### src/rtl/ps2_pkg.sv
// Shared PS/2 definitions: transmitter state encoding, command/reply
// byte constants and the odd-parity helper used by both directions.
package ps2_pkg;

   typedef enum logic [2:0] {
      IDLE      = 3'd0,
      INHIBIT   = 3'd1,
      RTS       = 3'd2,
      SHIFT     = 3'd3,
      ACK       = 3'd4,
      WAIT_IDLE = 3'd5,
      DONE      = 3'd6
   } ps2_tx_state_t;

   // Host-to-keyboard commands
   localparam logic [7:0] PS2_CMD_SET_LED = 8'hED;
   localparam logic [7:0] PS2_CMD_RESET   = 8'hFF;
   localparam logic [7:0] PS2_CMD_ENABLE  = 8'hF4;

   // Keyboard-to-host replies
   localparam logic [7:0] PS2_RSP_ACK     = 8'hFA;
   localparam logic [7:0] PS2_BREAK       = 8'hF0;

   // Odd parity: the parity bit makes the total count of ones odd.
   function automatic logic odd_parity(input logic [7:0] b);
      return ~^b;
   endfunction

endpackage

### src/rtl/ps2_sync.sv
// Two-stage synchronizer for the PS/2 clock and data pins, plus a
// one-cycle pulse on each falling edge of the synchronized clock.
// Flops reset to 1 so the bus looks idle coming out of reset.
module ps2_sync (
   input  logic clk,
   input  logic rst_n,
   input  logic ps2_clk,
   input  logic ps2_data,
   output logic clk_s,
   output logic data_s,
   output logic clk_fall
);

   logic clk_meta;
   logic data_meta;
   logic clk_prev;

   // Synchronize both pins and keep last cycle's synced clock for edge detect
   always_ff @(posedge clk or negedge rst_n) begin
      if (!rst_n) begin
         clk_meta  <= 1'b1;
         clk_s     <= 1'b1;
         data_meta <= 1'b1;
         data_s    <= 1'b1;
         clk_prev  <= 1'b1;
      end else begin
         clk_meta  <= ps2_clk;
         clk_s     <= clk_meta;
         data_meta <= ps2_data;
         data_s    <= data_meta;
         clk_prev  <= clk_s;
      end
   end

   // High for the one cycle where the synced clock goes 1 -> 0
   assign clk_fall = clk_prev & ~clk_s;

endmodule

### src/rtl/ps2_host_tx.sv
// Host-to-device PS/2 transmitter. Inhibits the bus, issues a
// request-to-send, shifts the byte, parity and stop bit out on the
// device's clock, then checks the device's line-level ACK.
//
// Handshake: a byte is taken on any cycle where tx_valid && tx_ready.
// tx_ready is high only in IDLE; tx_valid while busy is dropped (no
// queue), and the caller must not expect it to be taken later.
module ps2_host_tx
   import ps2_pkg::*;
#(
   parameter int INHIBIT_CYCLES = 5000,
   parameter int TIMEOUT_CYCLES = 750000
) (
   input  logic          clk,
   input  logic          rst_n,
   input  logic          tx_valid,
   input  logic [7:0]    tx_data,
   output logic          tx_ready,
   input  logic          ps2_clk,
   input  logic          ps2_data,
   output logic          ps2_clk_oe,
   output logic          ps2_data_oe,
   output logic          busy,
   output logic          done,
   output logic          ack_ok,
   output logic          err,
   output ps2_tx_state_t dbg_state
);

   localparam int INH_W = $clog2(INHIBIT_CYCLES + 1);
   localparam int TO_W  = $clog2(TIMEOUT_CYCLES + 1);

   ps2_tx_state_t state;
   ps2_tx_state_t state_nxt;

   logic             clk_s;
   logic             data_s;
   logic             clk_fall;

   logic [7:0]       data_r;
   logic             parity_r;
   logic [3:0]       bit_idx;
   logic             data_oe_r;
   logic             fail_r;
   logic [INH_W-1:0] inh_cnt;
   logic [TO_W-1:0]  to_cnt;

   logic             accept;
   logic             inh_done;
   logic             counting;
   logic             timeout_hit;

   ps2_sync u_sync (
      .clk      (clk),
      .rst_n    (rst_n),
      .ps2_clk  (ps2_clk),
      .ps2_data (ps2_data),
      .clk_s    (clk_s),
      .data_s   (data_s),
      .clk_fall (clk_fall)
   );

   assign accept      = tx_valid && (state == IDLE);
   assign inh_done    = (inh_cnt == INH_W'(INHIBIT_CYCLES - 1));
   assign counting    = (state == SHIFT) || (state == ACK) || (state == WAIT_IDLE);
   // The counter reaches TIMEOUT_CYCLES on the same edge that enters DONE
   assign timeout_hit = counting && (to_cnt == TO_W'(TIMEOUT_CYCLES - 1));

   // State register
   always_ff @(posedge clk or negedge rst_n) begin
      if (!rst_n) begin
         state <= IDLE;
      end else begin
         state <= state_nxt;
      end
   end

   // Next-state decode; a timeout overrides any bus activity in the same cycle
   always_comb begin
      state_nxt = state;
      case (state)
         IDLE:      if (accept) state_nxt = INHIBIT;
         INHIBIT:   if (inh_done) state_nxt = RTS;
         RTS:       state_nxt = SHIFT;
         SHIFT: begin
            if (timeout_hit)                      state_nxt = DONE;
            else if (clk_fall && bit_idx == 4'd9) state_nxt = ACK;
         end
         ACK: begin
            if (timeout_hit)   state_nxt = DONE;
            else if (clk_fall) state_nxt = WAIT_IDLE;
         end
         WAIT_IDLE: begin
            if (timeout_hit)          state_nxt = DONE;
            else if (clk_s && data_s) state_nxt = DONE;
         end
         DONE:      state_nxt = IDLE;
         default:   state_nxt = IDLE;
      endcase
   end

   // Outputs decoded from state; data line also driven by the shift register bit
   always_comb begin
      tx_ready    = (state == IDLE);
      busy        = (state != IDLE);
      done        = (state == DONE);
      ack_ok      = (state == DONE) && !fail_r;
      err         = (state == DONE) && fail_r;
      ps2_clk_oe  = (state == INHIBIT) || (state == RTS);
      ps2_data_oe = (state == RTS) || data_oe_r;
      dbg_state   = state;
   end

   // Byte latch, counters, bit index, data line drive and result flag
   always_ff @(posedge clk or negedge rst_n) begin
      if (!rst_n) begin
         data_r    <= 8'h00;
         parity_r  <= 1'b0;
         bit_idx   <= 4'd0;
         data_oe_r <= 1'b0;
         fail_r    <= 1'b0;
         inh_cnt   <= '0;
         to_cnt    <= '0;
      end else begin
         if (accept) begin
            data_r   <= tx_data;
            parity_r <= odd_parity(tx_data);
            fail_r   <= 1'b0;
         end

         if (state == INHIBIT) inh_cnt <= inh_cnt + INH_W'(1);
         else                  inh_cnt <= '0;

         // Saturating: never wraps even if DONE were somehow delayed
         if (!counting)                             to_cnt <= '0;
         else if (to_cnt != TO_W'(TIMEOUT_CYCLES)) to_cnt <= to_cnt + TO_W'(1);

         if (state != SHIFT)  bit_idx <= 4'd0;
         else if (clk_fall)   bit_idx <= bit_idx + 4'd1;

         // Start bit is held from RTS until the first device falling edge;
         // leaving for DONE (normal or timeout) releases the line at once.
         if (state_nxt == DONE || state_nxt == IDLE) begin
            data_oe_r <= 1'b0;
         end else if (state == RTS) begin
            data_oe_r <= 1'b1;
         end else if (state == SHIFT && clk_fall) begin
            if (bit_idx < 4'd8)       data_oe_r <= ~data_r[bit_idx[2:0]];
            else if (bit_idx == 4'd8) data_oe_r <= ~parity_r;
            else                      data_oe_r <= 1'b0;
         end

         if (timeout_hit)                              fail_r <= 1'b1;
         else if (state == ACK && clk_fall && data_s)  fail_r <= 1'b1;
      end
   end

endmodule

### config.mk
export PLATFORM = sky130hd
export DESIGN_NAME = ps2_host_tx
export DESIGN_NICKNAME = d
export VERILOG_FILES = /design/src/rtl/ps2_pkg.sv /design/src/rtl/ps2_sync.sv /design/src/rtl/ps2_host_tx.sv
export SDC_FILE = /design/constraint.sdc
export NUM_CORES = 1
export LEC_CHECK = 0
export ABC_AREA = 1
export CAP_MARGIN = 20
export CORE_MARGIN = 3
export CORE_UTILIZATION = 50
export DETAILED_ROUTE_END_ITERATION = 8
export PLACE_DENSITY = 0.7
export SYNTH_ARGS = -nofsm -noshare
export SYNTH_HDL_FRONTEND = slang
export SYNTH_SLANG_ARGS = --single-unit
### constraint.sdc
create_clock -name clk -period 1.8 [get_ports clk]
set_input_delay 0.45 -clock clk [delete_from_list [all_inputs] [get_ports clk]]
set_output_delay 0.45 -clock clk [all_outputs]
set_load 0.01 [all_outputs]
==> impl_metrics.yaml <==
routing:
  via_per_inst: 5.11
  drt_iter0_markers: 108
  routed-via-count: 2566
  wl_um: 6030
  ant_nets: 0
  dr.pass1.iters: 4
  post_drt_wl_per_cell_um: 12.0
  post-route-drc-count: 0
sta:
  clock_skew_ns: 0.0157
  slew_viol_final: 0
  rsz0062_at_grt: "yes"
  fin_crit_sh: 0.972
  period_minus_slack_ns: 1.75
  tightest_slew_ns: 0.356
  worst_slack_ns: 0.0507
  slew_headroom: 0.762
  finalSetupViolations: 0
  hold_viol: 0
  timing.setup.tns_ns: 0
  max_freq_mhz: 572
clocking:
  tritoncts: "yes"
  clock-sinks: 56
  clk_latency_ns: 0.31
  htreeDepth: 2
  cts_root_buf: "clkbuf_8"
  cts_hold_buf: 0
  cts_buffer_depth: 2
  cts_made_buffers: 5
  cts.clk_slew.worst_paths_ns: 0.10
synthesis:
  synthCells: 375
  syn_area_um2: 2940
  synth_cell_type_count: 33
  yosys_warnings: 0
  synth.yosys.seq_area_share: 0.478
  syn_avg_cell_area_um2: 7.85
  synth.ff_latch_count: 56
  synth_nets: 394
placed_design:
  port_buffers: 22
  place_congestion: 0.827
  dp_slack_ns: -0.0642
  dp_hpwl_um: 4560
final_layout:
  nFillCells: 485
  synthToLayoutAreaGrowth_pct: 23.2
  n_antenna_cell: 0
  mostFrequentLayoutCell: "nand2_1"
  drive_above_1_share: 0.214
  final_cell_mix: "90 x nand2_1, 51 x dfrtp_1, 37 x inv_1"
  final_nets: 449
power:
  p_sw_frac: 0.215
  peakVddDrop_v: 0.000514
  p_clk_frac: 0.323
  p_int_uw: 1580
  p_leak_uw: 0.00168
  power.net_switching_uw: 433
  power_frac_comb: 0.046
  power_density_nw_per_um2: 555
  pwr-share-seq: 0.631
floorplanning:
  rows: 27
  core_area_um2: 5610
  die_w_um: 82.7
  num_io_pins: 23
  initial_core_util: 0.525
  die_area_um2: 6840
  die_h_um: 82.7
setup_path:
  arrival_ns: 1.30
  r2r-end: "data_oe_r$_DFFE_PN0P_"
  crit_path_start_kind: "register"
  path_class: "reg2out"
  ff2ff_path_depth: 14
  cp-end-kind: "primary output"
  crit_required_ns: 1.35
  reg2reg_slack_ns: 0.14
  crit-reg2reg-launch: "dbg_state[1]$_DFF_PN0_"
  crit_path_start: "dbg_state[0]$_DFF_PN0_"
  cp_max_fo: 4
grt:
  grt_max_degree: 44
  antenna_found_initial: 0
  grt_pass1_vias: 2450
  gr-usage-met3: 0.0412
  grt_pass1_wl_um: 10500
  grt_usage: 0.198
  grt_overflow: 0
  busiest_layer: "met2"
  grtUsageMet2: 0.329
  met1_usage: 0.259
run:
  drv_cap: 0
worst_hold_path:
  hold_class: "in2async"
outcome:
  status: "finished, final reports clean"
## critical path: stages (launching register included)
cell,delay (ns)
dfrtp_1,0.44
buf_6,0.15
inv_8,0.06
nand2_4,0.05
nor2_4,0.11
inv_1,0.04
buf_2,0.13
## power by group through the flow
stage               logic (uW)  registers, uW  clock network [uW]
global route               103           1270                 728
finish                    92.3           1270                 649
CTS                       94.6           1270                 668
global placement          93.2           1290                   0
floorplan                 28.5           1290                   0
detailed placement        94.2           1290                   0
## kinds of logic (layout without fill, tap and decap cells)
logic type	count (synthesis)	count (layout)	share of synthesized area
AO/OA/AOI/OAI	57	57	0.102
buffers and inverters	54	109	0.0693
adder cells (fa/ha/maj)	6	6	0.0255
XOR/XNOR	10	10	0.0298
flip-flops	56	56	0.478
AND/OR/NAND/NOR	192	192	0.295
## through the flow
| stage | std cells | area, um^2 | total power [uW] | utilization | hold slack [ns] |
|---|---|---|---|---|---|
| floorplan | 375 | 2940 | 1320 | - | 0.154 |
| global placement | 489 | 3420 | 1390 | 0.609 | 0.346 |
| detailed placement | 489 | 3420 | 1390 | 0.609 | 0.347 |
| CTS | 499 | 3520 | 2030 | 0.627 | 0.0391 |
| global route | 502 | 3630 | 2100 | 0.647 | 0.0460 |
| finish | 502 | 3630 | 2010 | 0.647 | 0.0344 |
## layout make-up
class	count	area, um^2	area share
flip-flops and latches	56	1410	0.388
multi-input cells	265	1440	0.396
clock buffers	6	72.6	0.0200
repair buffers	50	413	0.114
clock inverters	1	5.00	0.00138
well taps	72	90.1	0.0248
inverters	52	203	0.0559
## cell usage after synthesis
library cell	number	area, um^2
nor2_1	39	146
dfstp_2	5	131
and3_1	1	6.26
a22oi_1	1	7.51
a211oi_1	1	7.51
nand2_2	3	18.8
o22ai_1	1	6.26
nor2_2	4	25.0
nand2_4	2	22.5
nor3_1	19	95.1
nor3_2	4	40.0
clkbuf_1	1	3.75
nand2_1	94	353
o21a_1	1	7.51
o211ai_1	1	7.51
ha_1	6	75.1
xnor2_1	7	61.3
inv_2	7	26.3
nand3_2	3	30.0
inv_1	40	150
nand3_1	15	75.1
nand4_1	3	18.8
xor2_1	3	26.3
dfrtp_1	51	1280
o21ai_2	1	8.76
a21oi_1	28	140
clkbuf_2	1	5.00
clkinv_1	5	18.8
o21ai_1	1	5.00
and3_2	1	7.51
o21ai_0	22	110
nor2_4	1	11.3
nor4_1	3	18.8
## per-layer routing
layer | wire length, um | vias up
li1 | - | 1326
met1 | 2880 | 1184
met2 | 2810 | 47
met3 | 240 | 9
met4 | 99 | 0
met5 | 0 | -
## worst max path at each step
stage,end,cells past startpoint,slack (ns)
5_1_grt,ps2_clk_oe,6,-0.05
3_3_place_gp,err,4,-0.04
4_1_cts,ps2_clk_oe,5,-0.12
3_5_place_dp,err,4,-0.06
2_1_floorplan,ack_ok,4,0.14
6_report,busy,6,0.05
## flip-flops by register name, summed over array words and instances (netlist names)
name and cells:
to_cnt 20, fail_r 1, parity_r 1, inh_cnt 13, u_sync.clk_meta 1, bit_idx 4
u_sync.data_s 1, u_sync.clk_prev 1, u_sync.clk_s 1, data_oe_r 1, dbg_state 3, u_sync.data_meta 1
data_r 8
## repair_timing
action / 4_1_cts / 5_1_grt
buffers inserted: 3 / 3
gates resized for setup: 29 / 33
setup endpoints to repair: 10 / 11
pin swaps: 1 / 10
(Power assumes the default switching activity.)
